[src/rtl/q2_i2c_pkg.sv]
// q2_i2c_pkg: shared types and constants for the q2 CPU-side I2C master.
//   - op codes of the 12-bit command word [11:10]
//   - bus-sequencer state encoding
//   - status word bit positions
//   - bit_sda(): SDA level to drive during a given bit of a BYTE command
package q2_i2c_pkg;

    localparam int unsigned DATA_W    = 12;
    localparam int unsigned BYTE_W    = 8;
    localparam int unsigned BIT_CNT_W = 4;

    localparam logic [1:0] OP_NOP   = 2'b00;
    localparam logic [1:0] OP_START = 2'b01;
    localparam logic [1:0] OP_STOP  = 2'b10;
    localparam logic [1:0] OP_BYTE  = 2'b11;

    localparam int unsigned ST_BUSY = 11;
    localparam int unsigned ST_ACK  = 10;
    localparam int unsigned ST_OVF  = 9;

    // Bit index of the ACK slot within a BYTE transfer
    localparam logic [BIT_CNT_W-1:0] ACK_BIT = BIT_CNT_W'(8);

    typedef enum logic [3:0] {
        IDLE,
        S0, S1, S2,
        B0, B1, B2, B3,
        P0, P1, P2
    } state_e;

    // Command word layout
    typedef struct packed {
        logic [1:0]        op;
        logic              dir;
        logic              mack;
        logic [BYTE_W-1:0] wdata;
    } cmd_t;

    // Data bits go MSB first; reads release SDA for data and drive the
    // master ACK/NACK in the ACK slot, writes release SDA in the ACK slot.
    function automatic logic bit_sda(input logic dir, input logic mack,
                                     input logic [BYTE_W-1:0] wdata,
                                     input logic [BIT_CNT_W-1:0] idx);
        logic v;
        if (idx >= ACK_BIT) begin
            v = dir ? mack : 1'b1;
        end else begin
            v = dir ? 1'b1 : wdata[3'(BIT_CNT_W'(7) - idx)];
        end
        return v;
    endfunction

endpackage

[src/rtl/q2_i2c_tick.sv]
// q2_i2c_tick: quarter-bit divider for the I2C master.
//   clk, rst_n : clock, async active-low reset
//   en_i       : count enable (busy and not stretched)
//   clr_i      : synchronous clear to 0 (command accept)
//   tick_c_o   : one-clk tick when the enabled counter is at DIV-1
module q2_i2c_tick #(
    parameter int unsigned DIV = 4
) (
    input  logic clk,
    input  logic rst_n,
    input  logic en_i,
    input  logic clr_i,
    output logic tick_c_o
);

    localparam int unsigned     CNT_W   = (DIV > 1) ? $clog2(DIV) : 1;
    localparam logic [CNT_W-1:0] CNT_MAX = CNT_W'(DIV - 1);

    logic [CNT_W-1:0] cnt_q;

    // Wrapping divider counter, frozen when not enabled
    always_ff @(posedge clk or negedge rst_n) begin
        if (!rst_n) begin
            cnt_q <= '0;
        end else if (clr_i) begin
            cnt_q <= '0;
        end else if (en_i) begin
            cnt_q <= (cnt_q == CNT_MAX) ? '0 : cnt_q + CNT_W'(1);
        end
    end

    assign tick_c_o = en_i && (cnt_q == CNT_MAX);

endmodule

[src/rtl/q2_i2c_master.sv]
// q2_i2c_master: CPU-side I2C master on the q2 12-bit data bus.
//   clk, rst_n  : clock, async active-low reset (releases both lines at once)
//   wr, data_in : command strobe and word {op[1:0], dir, mack, wdata[7:0]}
//   rd          : status read strobe, clears the sticky overflow flag
//   data_out    : status {busy, ack, ovf, 0, rdata[7:0]}
//   i2c_sda_in  : sampled SDA
//   i2c_scl_in  : sampled SCL, used only when Q2_I2C_CLOCK_STRETCH_EN is defined
//   i2c_scl_out, i2c_sda_out : line drives, 1 = released
// Optional build macro: Q2_I2C_CLOCK_STRETCH_EN (hold B1/P1 until SCL reads high).
module q2_i2c_master
    import q2_i2c_pkg::*;
#(
    parameter int unsigned DIV = 4
) (
    input  logic              clk,
    input  logic              rst_n,
    input  logic              wr,
    input  logic              rd,
    input  logic [DATA_W-1:0] data_in,
    output logic [DATA_W-1:0] data_out,
    input  logic              i2c_sda_in,
    input  logic              i2c_scl_in,
    output logic              i2c_scl_out,
    output logic              i2c_sda_out
);

    state_e               state_q;
    logic                 busy_q;
    logic                 ack_q;
    logic                 ovf_q;
    logic [BYTE_W-1:0]    rdata_q;
    logic [BYTE_W-1:0]    wdata_q;
    logic                 dir_q;
    logic                 mack_q;
    logic [BIT_CNT_W-1:0] bit_q;
    logic                 scl_q;
    logic                 sda_q;

    cmd_t cmd_in_c;
    logic accept_c;
    logic drop_c;
    logic hold_c;
    logic tick_en_c;
    logic tick_c;

    assign cmd_in_c = cmd_t'(data_in);
    assign accept_c = wr && !busy_q && (cmd_in_c.op != OP_NOP);
    assign drop_c   = wr && busy_q;

    // Slave clock stretching: freeze the sequencer while SCL is held low
`ifdef Q2_I2C_CLOCK_STRETCH_EN
    assign hold_c = ((state_q == B1) || (state_q == P1)) && !i2c_scl_in;
`else
    logic unused_scl_in;
    assign unused_scl_in = i2c_scl_in;
    assign hold_c        = 1'b0;
`endif

    assign tick_en_c = busy_q && !hold_c;

    q2_i2c_tick #(
        .DIV (DIV)
    ) u_tick (
        .clk      (clk),
        .rst_n    (rst_n),
        .en_i     (tick_en_c),
        .clr_i    (accept_c),
        .tick_c_o (tick_c)
    );

    // Bus sequencer; line levels are registered on entry to each state
    always_ff @(posedge clk or negedge rst_n) begin
        if (!rst_n) begin
            state_q <= IDLE;
            busy_q  <= 1'b0;
            ack_q   <= 1'b0;
            ovf_q   <= 1'b0;
            rdata_q <= '0;
            wdata_q <= '0;
            dir_q   <= 1'b0;
            mack_q  <= 1'b0;
            bit_q   <= '0;
            scl_q   <= 1'b1;
            sda_q   <= 1'b1;
        end else begin
            if (accept_c) begin
                busy_q  <= 1'b1;
                bit_q   <= '0;
                wdata_q <= cmd_in_c.wdata;
                dir_q   <= cmd_in_c.dir;
                mack_q  <= cmd_in_c.mack;
                case (cmd_in_c.op)
                    OP_START: begin
                        state_q <= S0;
                        scl_q   <= 1'b1;
                        sda_q   <= 1'b1;
                    end
                    OP_STOP: begin
                        state_q <= P0;
                        scl_q   <= 1'b0;
                        sda_q   <= 1'b0;
                    end
                    default: begin
                        state_q <= B0;
                        scl_q   <= 1'b0;
                        sda_q   <= bit_sda(cmd_in_c.dir, cmd_in_c.mack,
                                           cmd_in_c.wdata, '0);
                    end
                endcase
            end else if (tick_c) begin
                case (state_q)
                    S0: begin
                        state_q <= S1;
                        sda_q   <= 1'b0;
                    end
                    S1: begin
                        state_q <= S2;
                        scl_q   <= 1'b0;
                    end
                    S2: begin
                        state_q <= IDLE;
                        busy_q  <= 1'b0;
                    end
                    B0: begin
                        state_q <= B1;
                        scl_q   <= 1'b1;
                    end
                    B1: begin
                        state_q <= B2;
                    end
                    B2: begin
                        // Sample mid-high: read data shifts in, a write's ACK slot loads ack
                        state_q <= B3;
                        if (bit_q == ACK_BIT) begin
                            if (!dir_q) begin
                                ack_q <= i2c_sda_in;
                            end
                        end else if (dir_q) begin
                            rdata_q <= {rdata_q[BYTE_W-2:0], i2c_sda_in};
                        end
                    end
                    B3: begin
                        if (bit_q == ACK_BIT) begin
                            state_q <= IDLE;
                            busy_q  <= 1'b0;
                            sda_q   <= 1'b1;
                        end else begin
                            state_q <= B0;
                            bit_q   <= bit_q + BIT_CNT_W'(1);
                            sda_q   <= bit_sda(dir_q, mack_q, wdata_q,
                                               bit_q + BIT_CNT_W'(1));
                        end
                        scl_q <= 1'b0;
                    end
                    P0: begin
                        state_q <= P1;
                        scl_q   <= 1'b1;
                    end
                    P1: begin
                        state_q <= P2;
                        sda_q   <= 1'b1;
                    end
                    P2: begin
                        state_q <= IDLE;
                        busy_q  <= 1'b0;
                    end
                    default: begin
                        state_q <= IDLE;
                        busy_q  <= 1'b0;
                    end
                endcase
            end

            // Sticky overflow: a dropped command outranks a same-cycle read clear
            if (drop_c) begin
                ovf_q <= 1'b1;
            end else if (rd) begin
                ovf_q <= 1'b0;
            end
        end
    end

    // Status word assembled from registers
    always_comb begin
        data_out          = '0;
        data_out[ST_BUSY] = busy_q;
        data_out[ST_ACK]  = ack_q;
        data_out[ST_OVF]  = ovf_q;
        data_out[7:0]     = rdata_q;
    end

    assign i2c_scl_out = scl_q;
    assign i2c_sda_out = sda_q;

endmodule

[config.mk]
export PLATFORM = sky130hd
export DESIGN_NAME = q2_i2c_master
export DESIGN_NICKNAME = d
export VERILOG_FILES = /design/src/rtl/q2_i2c_pkg.sv /design/src/rtl/q2_i2c_tick.sv /design/src/rtl/q2_i2c_master.sv
export SDC_FILE = /design/constraint.sdc
export NUM_CORES = 1
export LEC_CHECK = 0
export ABC_AREA = 1
export ABC_CLOCK_PERIOD_IN_PS = 1900
export BUFFER_PORTS_ARGS = -buffer_cell sky130_fd_sc_hd__buf_4
export CORE_MARGIN = 2
export CORE_UTILIZATION = 55
export DETAILED_ROUTE_END_ITERATION = 7
export PLACE_DENSITY = 0.8
export SKIP_CTS_REPAIR_TIMING = 1
export SYNTH_ARGS = -nofsm -noshare
export SYNTH_HDL_FRONTEND = slang
export SYNTH_SLANG_ARGS = --single-unit
[constraint.sdc]
create_clock -name clk -period 1.9 [get_ports clk]
set_input_delay 0.095 -clock clk [delete_from_list [all_inputs] [get_ports clk]]
set_output_delay 0.095 -clock clk [all_outputs]
set_load 0.02 [all_outputs]
==> impl_metrics.csv <==
group,metric,value,unit
worst_setup_path,critPathLaunch,"bit_q[1]",
synth,async_flop_share,1.00,
cts,root_buffer,"clkbuf_4",
synth,synth_top_cell_area_share,0.445,
synth,synth_edf_count,0,
floorplanning,rows,20,
timing,finalSetupViolCount,0,
synth,synth_area_leaders,"dfrtp_1 45%, nand2_1 13%, inv_1 5.0%",
timing,hold_ws,6.67,ps
job,max_cap_viol_count,0,
timing,rsz0062_at_grt,"false",
cts,htree_levels,2,
timing,clock.fmax,0.661,GHz
floorplanning,coreArea,3030,µm²
timing,final_min_period_over_clock_period,0.796,
worst_setup_path,setup.worst_path.class,"reg2reg",
route,drtPass1Iterations,4,
worst_setup_path,startpoint_type,"flip-flop",
synth,synth_cell_types,32,
outcome,status,"finished, final reports clean",
timing,skew,4.85,ps
min_path,min_path_type,"in2reg",
route,detail_route.iter0.violations,86,
global_route,grt_pass1_vias,1359,
route,wirelength,3.48,mm
place,dp_cells,284,
floorplanning,die_x,60.3,µm
cts,insertion_delay,340,ps
synth,yosysMostFrequentCell,"nand2_1",
final_layout,areaGrowthSynthToFinish,24.0,%
floorplanning,io_pins,32,
route,ant_nets,0,
place,gp_congestion,0.860,
synth,synth_fp_nets,237,
worst_setup_path,worst-path-max-fanout,4,
place,dp_slack,391,ps
power,p_leak,1.12,nW
route,wl_per_cell,11.5,µm
final_layout,diodes,0,
synth,netlist_instances,213,
worst_setup_path,cp.arrival,1740,ps
synth,syn_area_per_cell,8.18,µm²
global_route,grt_use_total,0.216,
floorplanning,initial_utilization,0.576,
cts,cts_inserted_buffers,5,
worst_setup_path,endpoint_kind,"flip-flop",
synth,synth_area,1740,µm²
place,port_buffers,29,
synth,synth_top_cell_by_area,"dfrtp_1",
cts,clkTransAtPathRegs,90,ps
global_route,grt_max_degree,34,
timing,timing.setup.tns,0,ps
timing,hold_violations,0,
cts,cts_tree,"yes",
synth,synth-seq-cells,33,
route,vias,1520,
worst_setup_path,cp_data_required_time,2130,ps
place,dpl.hpwl,2.40,mm
power,p_total,2.73,mW
cts,clock_sinks,33,
power,power.density,1260,nW/µm²
global_route,antenna_found_initial,0,
timing,slew_viol_final,0,
cts,cts_buffer_depth,2,
global_route,gr-total-overflow,0,
global_route,grt_pass1_wl,5.74,mm
power,peakVddDrop,0.828,mV
synth,synth_seq_area_share,0.475,
floorplanning,dieArea,3640,µm²
final_layout,finalNonFillerCells,303,
route,drc,0,
worst_setup_path,reg2reg_from,"bit_q[1]",
route,vias_per_cell,5.02,
min_path,min_from,"data_in[9]",
synth,synth_ff_type,"dfrtp_1",
synth,synth_common_cells,"62 x nand2_1, 31 x dfrtp_1, 23 x inv_1",
synth,yosys_warnings,0,
timing,period_needed,1510,ps
final_layout,drive_above_1_share,0.208,
floorplanning,die_y,60.3,µm
final_layout,nets,282,
timing,setup_ws,388,ps
## per-stage QoR
stage                      util  area, µm²
after global routing      0.714       2160
final                     0.714       2160
after CTS                 0.677       2050
after global placement    0.661       2000
after detailed placement  0.661       2000
after floorplan               -       1740
## logic make-up (layout without fill, tap and decap cells)
| family | Yosys count | in the layout | share of synthesized area |
|---|---|---|---|
| AOI/OAI and AO/OA | 29 | 29 | 0.0955 |
| other | 1 | 1 | 0.00215 |
| buffers and inverters | 34 | 80 | 0.0919 |
| DFF | 33 | 33 | 0.475 |
| adders and majority gates | 6 | 6 | 0.0431 |
| and+or+nand+nor | 107 | 107 | 0.274 |
| xor gates and xnor gates | 2 | 2 | 0.0101 |
| muxes | 1 | 1 | 0.00861 |
## worst paths after layout
kind	endpoint	slack, ps	cells past startpoint
max	bit_q[3]	390	10
min	dir_q	7	3
max reg2reg	bit_q[3]	390	10
min reg2reg	i2c_scl_out	470	2
max in group asynchronous	i2c_scl_out	1340	2
min in group asynchronous	wdata_q[4]	230	2
## layer usage
metal | GRT usage | routed length, µm
met5 | 0 | 0
met4 | 0.0667 | 54
met3 | 0.0714 | 168
met2 | 0.323 | 1600
met1 | 0.298 | 1650
## cells in the final DEF, fill, tap and decap left out, drive strengths merged, types with 2 or more instances in the layout
cell         instances
o21ai               12
a21oi                7
o22ai                5
nor3                 4
nand4                2
dfstp                2
a31oi                2
clkbuf               8
dfrtp               31
nor2                21
inv                 25
ha                   6
o211ai               2
nand2               63
dlygate4sd3         11
nand3               16
buf                 36
## registers in the layout (all words and copies together), names as in the netlist
| signal | count |
|---|---|
| rdata_q | 8 |
| wdata_q | 8 |
| bit_q | 4 |
| state_q | 4 |
| u_tick.cnt_q | 2 |
| ack_q | 1 |
| busy_q | 1 |
| dir_q | 1 |
| i2c_scl_out | 1 |
| i2c_sda_out | 1 |
| mack_q | 1 |
| ovf_q | 1 |
## worst max-delay path: stages, from the launching register on
cell and delay [ps]:
dfrtp_1 370, inv_1 70, ha_1 170, nand2_1 60, nor2_1 50, buf_4 150
nor3_2 140, nand2_1 100, buf_4 160, nand3_1 50, o21ai_0 70
## layout make-up
| class | instances | area [µm²] |
|---|---|---|
| sequential | 33 | 828 |
| fill | 255 | 867 |
| timing repair buffer | 47 | 380 |
| inverter | 25 | 93.8 |
| clock buffer | 8 | 48.8 |
| multi-input combinational | 146 | 754 |
| tap | 44 | 55.1 |
## report_power, final
| group | leakage [nW] | switching (mW) | internal (mW) | total (mW) |
|---|---|---|---|---|
| clock | 0.0265 | 0.222 | 0.147 | 0.369 |
| combinational | 0.682 | 0.704 | 0.504 | 1.21 |
| sequential | 0.414 | 0.180 | 0.974 | 1.15 |
| total | 1.12 | 1.11 | 1.62 | 2.73 |
Power figures use the tool's default switching activity.
